$ cat src/rtl/pwm_capture.sv
// PWM receiver: measures high time and period of pwmin in prescaled ticks and
// reports them with a one-cycle valid strobe; flags a sticky timeout on stalls.
module pwm_capture #(
  parameter int CW          = 10,
  parameter int SYNC_STAGES = 2
) (
  input  logic          clk,
  input  logic          reset,
  input  logic          enable,
  input  logic [14:0]   finalv,
  input  logic          pwmin,
  output logic [CW-1:0] duty,
  output logic [CW-1:0] period,
  output logic          valid,
  output logic          timeout
);

  localparam logic [CW-1:0] CNT_MAX = '1;

  typedef enum logic [1:0] {IDLE, ARM, MEASURE} state_e;

  state_e                 state_q, state_d;
  logic [SYNC_STAGES-1:0] sync_q;
  logic                   dly_q;
  logic [14:0]            pre_q, pre_d;
  logic [CW-1:0]          per_cnt_q, per_cnt_d;
  logic [CW-1:0]          hi_cnt_q, hi_cnt_d;
  logic [CW-1:0]          duty_q, duty_d;
  logic [CW-1:0]          period_q, period_d;
  logic                   valid_q, valid_d;
  logic                   timeout_q, timeout_d;

  logic                   lvl, rise, tick;
  logic [CW-1:0]          tick_ext;

  function automatic logic [CW-1:0] sat_inc(input logic [CW-1:0] v, input logic en);
    if (en && (v != CNT_MAX)) return v + {{(CW-1){1'b0}}, 1'b1};
    return v;
  endfunction

  assign lvl      = sync_q[SYNC_STAGES-1];
  assign rise     = lvl & ~dly_q;
  // >= rather than == so a shrinking finalv cannot strand the count above it
  assign tick     = (pre_q >= finalv);
  assign tick_ext = {{(CW-1){1'b0}}, tick};

  always_ff @(posedge clk or negedge reset) begin
    if (!reset) begin
      sync_q    <= '0;
      dly_q     <= 1'b0;
      state_q   <= IDLE;
      pre_q     <= '0;
      per_cnt_q <= '0;
      hi_cnt_q  <= '0;
      duty_q    <= '0;
      period_q  <= '0;
      valid_q   <= 1'b0;
      timeout_q <= 1'b0;
    end else begin
      sync_q    <= {sync_q[SYNC_STAGES-2:0], pwmin};
      dly_q     <= lvl;
      state_q   <= state_d;
      pre_q     <= pre_d;
      per_cnt_q <= per_cnt_d;
      hi_cnt_q  <= hi_cnt_d;
      duty_q    <= duty_d;
      period_q  <= period_d;
      valid_q   <= valid_d;
      timeout_q <= timeout_d;
    end
  end

  always_comb begin
    state_d   = state_q;
    pre_d     = pre_q;
    per_cnt_d = per_cnt_q;
    hi_cnt_d  = hi_cnt_q;
    duty_d    = duty_q;
    period_d  = period_q;
    valid_d   = 1'b0;
    timeout_d = timeout_q;

    if (!enable) begin
      state_d   = IDLE;
      pre_d     = '0;
      per_cnt_d = '0;
      hi_cnt_d  = '0;
    end else begin
      pre_d = tick ? 15'd0 : pre_q + 15'd1;
      case (state_q)
        IDLE: begin
          pre_d     = '0;
          per_cnt_d = '0;
          hi_cnt_d  = '0;
          state_d   = ARM;
        end
        ARM: begin
          per_cnt_d = '0;
          hi_cnt_d  = '0;
          if (rise) begin
            state_d   = MEASURE;
            per_cnt_d = tick_ext;
            hi_cnt_d  = tick_ext;
          end
        end
        MEASURE: begin
          if (rise) begin
            // the tick coinciding with the edge belongs to the new period
            duty_d    = hi_cnt_q;
            period_d  = per_cnt_q;
            valid_d   = 1'b1;
            timeout_d = 1'b0;
            per_cnt_d = tick_ext;
            hi_cnt_d  = tick_ext;
          end else if (per_cnt_q == CNT_MAX) begin
            timeout_d = 1'b1;
            period_d  = CNT_MAX;
            duty_d    = lvl ? CNT_MAX : '0;
            valid_d   = 1'b1;
            per_cnt_d = '0;
            hi_cnt_d  = '0;
            state_d   = ARM;
          end else begin
            per_cnt_d = sat_inc(per_cnt_q, tick);
            hi_cnt_d  = sat_inc(hi_cnt_q, tick & lvl);
          end
        end
        default: state_d = IDLE;
      endcase
    end
  end

  assign duty    = duty_q;
  assign period  = period_q;
  assign valid   = valid_q;
  assign timeout = timeout_q;

endmodule

$ cat config.mk
export PLATFORM = sky130hd
export DESIGN_NAME = pwm_capture
export DESIGN_NICKNAME = d
export VERILOG_FILES = /design/src/rtl/pwm_capture.sv
export SDC_FILE = /design/constraint.sdc
export NUM_CORES = 1
export LEC_CHECK = 0
export BUFFER_PORTS_ARGS = -buffer_cell sky130_fd_sc_hd__buf_2
export CAP_MARGIN = 10
export CORE_MARGIN = 2
export CORE_UTILIZATION = 58
export CTS_CLUSTER_SIZE = 16
export DETAILED_ROUTE_END_ITERATION = 16
export GPL_TIMING_DRIVEN = 0
export PLACE_DENSITY_LB_ADDON = 0.25
export SYNTH_ARGS = -nofsm -noshare
export SYNTH_HDL_FRONTEND = slang
export SYNTH_SLANG_ARGS = --single-unit
$ cat constraint.sdc
create_clock -name clk -period 2.52 [get_ports clk]
set_clock_uncertainty 0.1 [all_clocks]
set_input_delay 0.252 -clock clk [delete_from_list [all_inputs] [get_ports clk]]
set_output_delay 0.252 -clock clk [all_outputs]
set_load 0.1 [all_outputs]
# Word-level counts from Yosys, hierarchy flattened
# Cells that the tools add are included.
# W data, S select, Z words.
# classes
shift	0
add_sub_neg	3
div	0
magnitude_cmp	1
mux	42
n_mul	0
n_reduce_logical	8
bitwise_logic	3
eq_ne	11
# ops
op	n
$mux W10	15
$pmux W10 S3	2
$mux W15	3
$add A10 B1 Y10 const B	2
$ne A10 B10 Y1 const B	2
$mux W1	17
$add A15 B1 Y15 const B	1
$ge A15 B15 Y1	1
$eq A10 B10 Y1 const B	1
$ne A5 B5 Y1 const B	2
$ne A3 B3 Y1 const B	3
$mux W2	4
$pmux W2 S3	1
$reduce_and A3 Y1	2
$ne A4 B1 Y1 const B	1
$reduce_and A2 Y1	2
$and A1 B1 Y1	2
$eq A2 B1 Y1 const B	1
$eq A2 B2 Y1 const B	1
$logic_and A1 B1 Y1	2
$logic_not A2 Y1	1
$reduce_bool A2 Y1	1
$not A1 Y1	1
# totals
wordCells	78
output_inout_bits	22
memories	0
latchBits	0
ram_bits	0
inputBits	19
romBits	0
regBits	62

# Depth between registers and ports, before layout
# Gate-level depths: netlist (run 1).
# logic_depth
word_depth	13
mapped_depth	10

# Least setup slack after synthesis (run 1)
# Ideal clock, no wire load.
# synth_path
path_kind	reg-to-reg
start	reg pre_q[2]
end	reg per_cnt_q[0]
synth_period_minus_slack_ps	2068
arrival_time_ps	1843
stages_incl_launch_ff	8
path_buffers	0
slack_ps	452
required_time_ps	2295
cell_sequence	dfrtp_1 -> ha_1 -> a21oi_1 -> o21ai_1 -> a21oi_1 -> o21ai_2 -> o21ai_2 -> mux2_2
# synth_between
elab_chain_len	9
# synth_rtl
element	line	rtl
start, declared	25	logic [14:0] pre_q, pre_d;
start signal, assigned	63	pre_q <= pre_d;
$ge A15 B15 Y1 (*)	44	assign tick = (pre_q >= finalv);
$logic_and A1 B1 Y1	37	if (en && (v != CNT_MAX)) return v + {{(CW-1){1'b0}}, 1'b1};
$mux W1	37	
$mux W1	115	end else if (per_cnt_q == CNT_MAX) begin
$mux W1	107	if (rise) begin
$mux W1	90	case (state_q)
$mux W1	83	if (!enable) begin
$ne A5 B5 Y1 (no line)	--	
$reduce_and A2 Y1 (no line)	--	
end signal, assigned	64	per_cnt_q <= per_cnt_d;
end, declared	26	logic [CW-1:0] per_cnt_q, per_cnt_d;
# Every way passes the cells marked *; elsewhere a longest branch is shown, timed or not. The select of a mux whose other input is x is not followed.
# A chain may end at the register's enable or synchronous reset.

# Worst setup path in the final report (run 1)
# Ends and elaborated chain as after synthesis.

==> reports/results.tsv, run 1 <==
stage	metric	value	unit
synthesis	share of synthesized registers carrying an async set or reset	100	%
placed_design	Place WS	0.125	ns
critical_path	crit path max fanout	7	
placed_design	Placed Area	3780	µm²
finish	Antenna Cells	0	
power_and_ir_drop	sequential share of power	39.8	%
critical_path	delay-heaviest family, CP	compound AO/OA/AOI/OAI gates	
power_and_ir_drop	peak supply drop	0.732	mV
synthesis	synth warn	0	
cts	CTS sink cnt	62	
cts	Clock Path Buffers	2	
critical_path	CP peak stage delay	0.45	ns
floorplanning	Initial Util	59.3	%
sta	final hold violations	0	
floorplanning	# IOs	41	
finish	post-route insts no fill	492	
placed_design	GPL Wtd Cong	0.836	
sta	setup ws final	0.150	ns
outcome	run status	complete, no violations	
finish	Finished Cell Area	4020	µm²
min_path	hold crit path type	primary input to flip-flop	
routing	via density per instance	5.70	
routing	Pre-antenna DRT Iters	4	
finish	layout net count	453	
finish	Syn-to-layout area delta	15.8	%
critical_path	Crit Path Class	flip-flop to flip-flop	
sta	Final Setup Violations	0	
cts	clk root buf	clkbuf_8	
critical_path	Critical path buffers and inverters	0	
critical_path	CP Launch Type	flip-flop	
critical_path	crit path capture type	flip-flop	
sta	Final TNS setup	0	ns
cts	total CTS buffers	9	
cts	CTS tree	done	
sta	Hold WS	0.117	ns
critical_path	worst path arrival time	2.50	ns
grt	largest net degree at the start of global routing	43	
synthesis	post-synth top area cell	dfrtp_1	
grt	Congestion Overflow GR	0	
routing	Routed Antenna Nets	0	
power_and_ir_drop	Leakage	2.00	nW
placed_design	PortBufs	39	
cts	htree depth	3	
sta	slew margin rel.	67.6	%
cts	Worst-path clk slew	0.07	ns
floorplanning	die height	81.3	µm
synthesis	Netlist cell types	53	
power_and_ir_drop	sw power	0.000998	W
critical_path	CP cell instances	ha_1 -> a21oi_1 -> o21ai_1 -> a21oi_1 -> o21ai_2 -> o21ai_2 -> mux2_2	
routing	wire length per cell	14.3	µm
power_and_ir_drop	clock share of power	34.4	%
routing	Remaining DRCs	0	
synthesis	Top FF cell, synth	dfrtp_1	
critical_path	required time worst endpoint	2.65	ns
power_and_ir_drop	Comb pwr share	25.8	%
synthesis	Cells after Synth	359	
synthesis	syn_area_per_cell	9.66	µm²
routing	via count	2805	
routing	drt total wl	7040	µm
run	max-cap viol count	0	
finish	share of cells above drive strength 1	21.3	%
placed_design	DP HPWL	5130	µm
critical_path	crit path max-delay cell type	dfrtp_1	
synthesis	Seq/Total Area, Yosys	44.7	%
power_and_ir_drop	pwr dens	688	nW/µm²
grt	first-pass GRT wire length	11600	µm
synthesis	synthesis-stage register bit count	62	
placed_design	Placed Cells	474	
synthesis	area share of the largest cell type after synthesis	44.7	%
power_and_ir_drop	Internal	0.00177	W
grt	Total GRT Usage	23.1	%
sta	f_max	422	MHz
sta	Slew @ Worst Pin	0.486	ns
grt	vias in the first global route	2568	
floorplanning	row count	28	
sta	RSZ-0062 raised after global routing	no	
cts	# Post-CTS Setup Buffers	0	
power_and_ir_drop	switching share of power	36.1	%
synthesis	EDFF count, synth	0	
floorplanning	core area	5850	µm²
synthesis	Net Count, Synth	400	
synthesis	top cells by area, synth	dfrtp_1 (45%), ha_1 (7.9%), o21ai_0 (4.0%)	
floorplanning	die width	81.3	µm
synthesis	cell area after synthesis	3470	µm²
sta	max-slew violations	0	
sta	crit share post-route	94.1	%
floorplanning	full die area	6610	µm²
routing	DRT iter0 DRCs	167	
cts	Clock Latency Late Sink	0.34	ns
sta	Period minus WS final	2.37	ns
grt	initial antenna violation count	0	
## stage by stage
stage / total power [W] / utilization [%]
6_report: 0.00276 / 68.7
5_1_grt: 0.00287 / 68.7
4_1_cts: 0.00278 / 68.6
3_5_place_dp: 0.00183 / 64.6
3_3_place_gp: 0.00182 / 64.2
2_1_floorplan: 0.00169 / -
## layout make-up
| type | count | area (µm²) |
|---|---|---|
| tap | 75 | 93.8 |
| inverter | 24 | 90.1 |
| fill | 464 | 1830 |
| clock inverter | 3 | 40.0 |
| multi-input combinational | 261 | 1760 |
| timing repair buffer | 42 | 235 |
| sequential | 62 | 1550 |
| clock buffer | 13 | 179 |
| buffer | 12 | 68.8 |
## kinds of logic (layout without fill, tap and decap cells)
| kind of cell | count (synthesis) | in the layout | synth area share, % |
|---|---|---|---|
| AO/OA/AOI/OAI | 83 | 83 | 16.8 |
| XOR/XNOR | 13 | 13 | 3.28 |
| adder cells (fa/ha/maj) | 22 | 22 | 7.94 |
| buffers and inverters | 36 | 94 | 4.58 |
| flip-flops | 62 | 62 | 44.7 |
| multiplexers | 3 | 3 | 0.938 |
| AND/OR/NAND/NOR | 140 | 140 | 21.7 |
## sequential cells by signal, summed over array words and instances, names as in the netlist
register and count:
pre_q 15, duty 10, hi_cnt_q 10, per_cnt_q 10, period 10, state_q 2, sync_q 2, dly_q 1
timeout 1, valid 1
## cells in the final DEF, fill, tap and decap left out, types with 3 or more instances in the layout
cell / count
and3_1: 10
nor2b_1: 3
o211ai_1: 5
nand4_1: 9
o21ai_2: 3
dfrtp_1: 62
buf_4: 3
a21oi_1: 12
inv_1: 24
o2bb2ai_1: 3
o221ai_1: 4
ha_1: 22
clkbuf_8: 13
buf_2: 43
nand3_1: 17
o22a_1: 9
nand2_1: 37
nand2_2: 3
xnor2_1: 3
nor4_1: 4
nand2b_1: 3
nor2_1: 31
nor3_1: 6
o21ai_0: 28
clkbuf_1: 4
xor2_1: 10
nor4b_1: 3
a211o_1: 5
## final timing paths
path                                            end           startpoint  slack [ns]  depth (start not counted)
setup reg to reg           per_cnt_q[0]$_DFFE_PN0P_   pre_q[2]$_DFF_PN0_        0.15                          7
hold / removal               state_q[0]$_DFFE_PN0P_               enable        0.12                          2
hold reg to reg                 sync_q[1]$_DFF_PN0_  sync_q[0]$_DFF_PN0_        0.27                          0
max in group asynchronous   hi_cnt_q[9]$_DFFE_PN0P_                reset        1.43                          3
min in group asynchronous     period[1]$_DFFE_PN0P_                reset        0.31                          2
setup / recovery           per_cnt_q[0]$_DFFE_PN0P_   pre_q[2]$_DFF_PN0_        0.15                          7
## what timing repair did
action | CTS | global route
hold endpoints to repair | 21 | 0
hold buffers | 2 | 0
endpoints found under the setup margin | 0 | 2
resized for setup | 0 | 1
## Yosys cell counts, drive strengths merged, types with 6 or more instances
library cell  count
nand2            40
o211ai            6
buf               8
a211o             6
nor3              6
and3             12
dfrtp            62
o22a             10
ha               22
a21oi            12
nand3            18
xor2             10
inv              24
o21ai            32
nand4            11
nor2             32
## per-layer routing
layer,up-vias,GRT usage (%),part of all wire (%)
met5,-,0,0
met4,0,9.15,2.0
met3,15,5.33,5.1
met2,63,37.8,49
met1,1340,29.6,44
li1,1387,-,-
## power by group through the flow
stage          clock network [W]  registers, W  logic [W]
2_1_floorplan                  0       0.00152   0.000174
4_1_cts                 0.000957       0.00110   0.000721
6_report                0.000949       0.00110   0.000714
3_5_place_dp                   0       0.00112   0.000715
3_3_place_gp                   0       0.00112   0.000702
5_1_grt                  0.00100       0.00111   0.000756
(Power assumes the default switching activity.)
==> run 2, diff against run 1 <==
Settings changed: CORE_ASPECT_RATIO from default to 1.75.
==> reports/results.tsv, run 2 (synthesis gave the netlist of run 1 again) <==
stage	metric	value	unit
cts	# Post-CTS Setup Buffers	0	
floorplanning	die height	106	µm
placed_design	GPL Wtd Cong	0.840	
finish	commonest non-fill, non-tap cell in the layout	dfrtp_1	
routing	Routed met2 length	3960	µm
min_path	hold crit path type	primary input to flip-flop	
routing	via count	2781	
sta	RSZ-0062 raised after global routing	yes	
sta	setup ws final	0.0911	ns
floorplanning	# IOs	41	
grt	vias in the first global route	2772	
grt	largest net degree at the start of global routing	42	
power_and_ir_drop	sequential share of power	43.4	%
power_and_ir_drop	Leakage	1.97	nW
sta	crit share post-route	96.4	%
finish	share of cells above drive strength 1	20.2	%
grt	Total GRT Usage	23.6	%
cts	Worst-path clk slew	0.06	ns
sta	max-slew violations	0	
sta	slew margin rel.	65.5	%
routing	Met3 Routed Length	248	µm
cts	CTS tree	done	
critical_path	crit path capture type	flip-flop	
finish	layout net count	453	
placed_design	Place WS	0.0742	ns
power_and_ir_drop	Comb pwr share	28.1	%
cts	total CTS buffers	9	
floorplanning	core area	5830	µm²
run	max-cap viol count	0	
power_and_ir_drop	peak supply drop	0.608	mV
critical_path	Crit Path Class	flip-flop to flip-flop	
sta	Period minus WS final	2.43	ns
placed_design	Placed Area	3780	µm²
sta	Slew @ Worst Pin	0.518	ns
grt	initial antenna violation count	0	
sta	Final Setup Violations	0	
routing	Routed Antenna Nets	0	
finish	max reg flops	15	
routing	via density per instance	5.64	
outcome	run status	complete, no violations	
sta	final hold violations	0	
power_and_ir_drop	clock share of power	28.5	%
critical_path	CP Launch Type	flip-flop	
finish	most frequent cells in the layout	dfrtp_1 (62), buf_2 (43), nand2_1 (37), nor2_1 (31), o21ai_0 (28)	
finish	Biggest register	pre_q	
critical_path	worst path arrival time	2.55	ns
routing	DR top layer	met4	
finish	Syn-to-layout area delta	14.1	%
cts	Clock Path Buffers	2	
floorplanning	die width	62.5	µm
routing	drt total wl	7060	µm
sta	f_max	412	MHz
floorplanning	row count	37	
floorplanning	full die area	6640	µm²
power_and_ir_drop	switching share of power	38.0	%
finish	Filler Cell Count	511	
placed_design	DP HPWL	5370	µm
floorplanning	Initial Util	59.5	%
finish	Finished Cell Area	3960	µm²
power_and_ir_drop	Internal	0.00157	W
critical_path	required time worst endpoint	2.65	ns
cts	clk root buf	clkbuf_8	
power_and_ir_drop	pwr dens	641	nW/µm²
routing	Remaining DRCs	0	
finish	Antenna Cells	0	
cts	CTS sink cnt	62	
routing	Pre-antenna DRT Iters	4	
critical_path	crit path max fanout	7	
cts	htree depth	3	
grt	first-pass GRT wire length	12300	µm
routing	wl on met1	2720	µm
cts	Clock Latency Late Sink	0.34	ns
placed_design	PortBufs	39	
power_and_ir_drop	sw power	0.000964	W
routing	DRT iter0 DRCs	114	
grt	Congestion Overflow GR	0	
routing	wire length per cell	14.3	µm
[run 2: cell types whose count changed in the layout (fill, tap and decap cells not counted)]
cell / previous run / this run
bufinv_16: 1 / 0
o21a_1: 2 / 3
o21a_2: 1 / 0
clkbuf_8: 13 / 10
clkbuf_1: 4 / 6
[run 2: worst paths after layout]
path	start	end	slack, ns	depth (start not counted)
worst max-delay path	pre_q[0]$_DFF_PN0_	per_cnt_q[0]$_DFFE_PN0P_	0.09	8
worst min-delay path	enable	state_q[0]$_DFFE_PN0P_	0.12	2
worst max register to register	pre_q[0]$_DFF_PN0_	per_cnt_q[0]$_DFFE_PN0P_	0.09	8
worst min register to register	sync_q[0]$_DFF_PN0_	sync_q[1]$_DFF_PN0_	0.26	0
max in group asynchronous	reset	pre_q[14]$_DFF_PN0_	1.42	3
min in group asynchronous	reset	valid$_DFF_PN0_	0.31	2
[run 2: critical path: stages, from the launching register on]
cell,delay (ns)
dfrtp_1,0.46
inv_1,0.07
ha_1,0.27
nor2b_1,0.11
o21ai_1,0.08
a21oi_1,0.26
o21ai_2,0.19
o21ai_2,0.38
mux2_2,0.38
[run 2: repair_timing]
item	4_1_cts	5_1_grt
hold endpoints to repair	22	0
resized for setup	0	0
hold buffers	2	0
endpoints found under the setup margin	0	10
[run 2: power by group through the flow]
stage | clock, W | combinational, W | sequential [W]
floorplan | 0 | 0.000174 | 0.00152
global placement | 0 | 0.000703 | 0.00112
detailed placement | 0 | 0.000717 | 0.00112
CTS | 0.000742 | 0.000720 | 0.00110
global route | 0.000777 | 0.000753 | 0.00111
finish | 0.000724 | 0.000713 | 0.00110
[run 2: routing by layer]
metal  vias to the layer above  track usage (%)
met4                         0             13.0
met2                        58             43.0
met3                        10             4.23
li1                       1382                -
met5                         -                0
met1                      1331             25.5
[run 2: final cells by class]
cell class                 count  area (µm²)  share of cell area, %
multi-input combinational    261        1760                   44.4
sequential                    62        1550                   39.2
timing repair buffer          42         235                   5.95
clock buffer                  12         145                   3.67
tap                           78        97.6                   2.47
inverter                      24        90.1                   2.28
buffer                        12        68.8                   1.74
clock inverter                 2        10.0                  0.253
[run 2: metrics by stage]
| step | util, % | std cells | hold slack (ns) | power (W) | setup TNS (ns) |
|---|---|---|---|---|---|
| 5_1_grt | 67.8 | 493 | 0.122 | 0.00264 | -0.205 |
| 4_1_cts | 67.8 | 493 | 0.106 | 0.00256 | 0 |
| 2_1_floorplan | - | 359 | -0.144 | 0.00169 | 0 |
| 6_report | 67.8 | 493 | 0.119 | 0.00254 | 0 |
| 3_5_place_dp | 64.8 | 477 | 0.161 | 0.00184 | 0 |
| 3_3_place_gp | 64.5 | 476 | 0.233 | 0.00182 | 0 |
==> run 3, diff against run 2 <==
Settings changed: CORE_UTILIZATION 58 to 60.
Clock period 2.52 ns to 3 ns, I/O delays scaled along.
==> reports/results.tsv, run 3 (synthesis gave the netlist of run 1 again) <==
stage	metric	value	unit
cts	CTS sink cnt	62	
cts	total CTS buffers	9	
finish	most frequent cells in the layout	dfrtp_1 (62), buf_2 (43), nand2_1 (37), nor2_1 (31), o21ai_0 (28)	
grt	Total GRT Usage	25.1	%
placed_design	DP HPWL	5450	µm
sta	crit share post-route	80.6	%
routing	wire length per cell	14.6	µm
cts	htree depth	3	
grt	largest net degree at the start of global routing	42	
power_and_ir_drop	Leakage	2.00	nW
power_and_ir_drop	clock share of power	35.7	%
sta	Slew @ Worst Pin	0.510	ns
routing	via density per instance	5.76	
min_path	hold crit path type	primary input to flip-flop	
sta	f_max	414	MHz
floorplanning	row count	36	
sta	RSZ-0062 raised after global routing	no	
placed_design	GPL Wtd Cong	0.836	
finish	Biggest register	pre_q	
sta	Hold WS	0.177	ns
routing	DRT iter0 DRCs	119	
critical_path	crit path capture type	flip-flop	
floorplanning	# IOs	41	
power_and_ir_drop	peak supply drop	0.519	mV
sta	final hold violations	0	
cts	CTS tree	done	
routing	Pre-antenna DRT Iters	4	
floorplanning	die height	105	µm
cts	Worst-path clk slew	0.07	ns
finish	layout net count	453	
critical_path	CP Launch Type	flip-flop	
floorplanning	full die area	6430	µm²
critical_path	required time worst endpoint	3.17	ns
cts	Clock Path Buffers	2	
outcome	run status	complete, no violations	
finish	max reg flops	15	
critical_path	crit path max fanout	10	
routing	Routed Antenna Nets	0	
sta	Period minus WS final	2.42	ns
finish	Filler Cell Count	450	
run	max-cap viol count	0	
sta	slew margin rel.	66.0	%
grt	Congestion Overflow GR	0	
finish	share of cells above drive strength 1	20.9	%
min_path	Worst Hold Depth	2	
floorplanning	die width	61.5	µm
grt	vias in the first global route	2804	
placed_design	PortBufs	39	
critical_path	Crit Path Class	flip-flop to flip-flop	
grt	first-pass GRT wire length	12200	µm
power_and_ir_drop	Comb pwr share	25.3	%
floorplanning	core area	5590	µm²
power_and_ir_drop	sequential share of power	39.0	%
power_and_ir_drop	pwr dens	588	nW/µm²
finish	commonest non-fill, non-tap cell in the layout	dfrtp_1	
finish	Syn-to-layout area delta	16.3	%
routing	drt total wl	7180	µm
routing	via count	2842	
critical_path	reg2reg path depth	9	
cts	clk root buf	clkbuf_8	
floorplanning	Initial Util	62.1	%
sta	Final Setup Violations	0	
finish	Antenna Cells	0	
cts	# Post-CTS Setup Buffers	0	
sta	max-slew violations	0	
grt	initial antenna violation count	0	
power_and_ir_drop	Internal	0.00155	W
critical_path	worst path arrival time	2.59	ns
finish	final core occ	72.2	%
power_and_ir_drop	switching share of power	34.8	%
sta	Final TNS setup	0	ns
power_and_ir_drop	sw power	0.000826	W
cts	Clock Latency Late Sink	0.34	ns
routing	Remaining DRCs	0	
## run 3: critical path: stages (launching register included)
cell and delay, ns:
dfrtp_1 0.45, ha_1 0.32, a21oi_1 0.15, o21ai_1 0.09
a21oi_1 0.25, o21a_1 0.28, buf_4 0.23, nand2_2 0.13
buf_2 0.21, nor2_1 0.13
## run 3: cell type report
class | count | area (µm²) | area share, %
well taps | 76 | 95.1 | 2.36
inverters | 24 | 90.1 | 2.23
clock inverters | 3 | 65.1 | 1.61
clock buffers | 13 | 169 | 4.19
repair buffers | 42 | 235 | 5.83
plain buffers | 12 | 68.8 | 1.71
flip-flops and latches | 62 | 1550 | 38.5
multi-input cells | 261 | 1760 | 43.6
## run 3: metal layers
layer | share of wire, % | routed length, µm | track usage (%)
met5 | 0 | 0 | 0
met4 | 2.3 | 162 | 12.3
met3 | 3.6 | 262 | 5.07
met2 | 56 | 3990 | 43.0
met1 | 38 | 2760 | 28.1
## run 3: final timing paths
check                                           to           startpoint  slack (ns)
max                             pre_q[7]$_DFF_PN0_   pre_q[2]$_DFF_PN0_        0.58
min                         state_q[0]$_DFFE_PN0P_               enable        0.18
max reg2reg                     pre_q[7]$_DFF_PN0_   pre_q[2]$_DFF_PN0_        0.58
min reg2reg                    sync_q[1]$_DFF_PN0_  sync_q[0]$_DFF_PN0_        0.25
max in group asynchronous  hi_cnt_q[6]$_DFFE_PN0P_                reset        1.84
min in group asynchronous    period[9]$_DFFE_PN0P_                reset        0.36
## run 3: what timing repair did
action,4_1_cts,5_1_grt
hold buffers,2,0
hold endpoints to repair,22,0
resized for setup,0,0
## run 3: metrics by stage
stage	std cells	setup WS, ns	total power (W)	cell area [µm²]
floorplan	359	0.932	0.00142	3470
global placement	474	0.597	0.00153	3760
detailed placement	475	0.578	0.00154	3780
CTS	493	0.562	0.00240	4030
global route	493	0.411	0.00246	4030
finish	493	0.583	0.00237	4030
## run 3: power by group through the flow
stage               logic (W)  registers [W]  clock network [W]
floorplan            0.000146        0.00128                  0
global placement     0.000590       0.000938                  0
detailed placement   0.000604       0.000941                  0
CTS                  0.000606       0.000925           0.000865
global route         0.000634       0.000932           0.000898
finish               0.000601       0.000925           0.000846
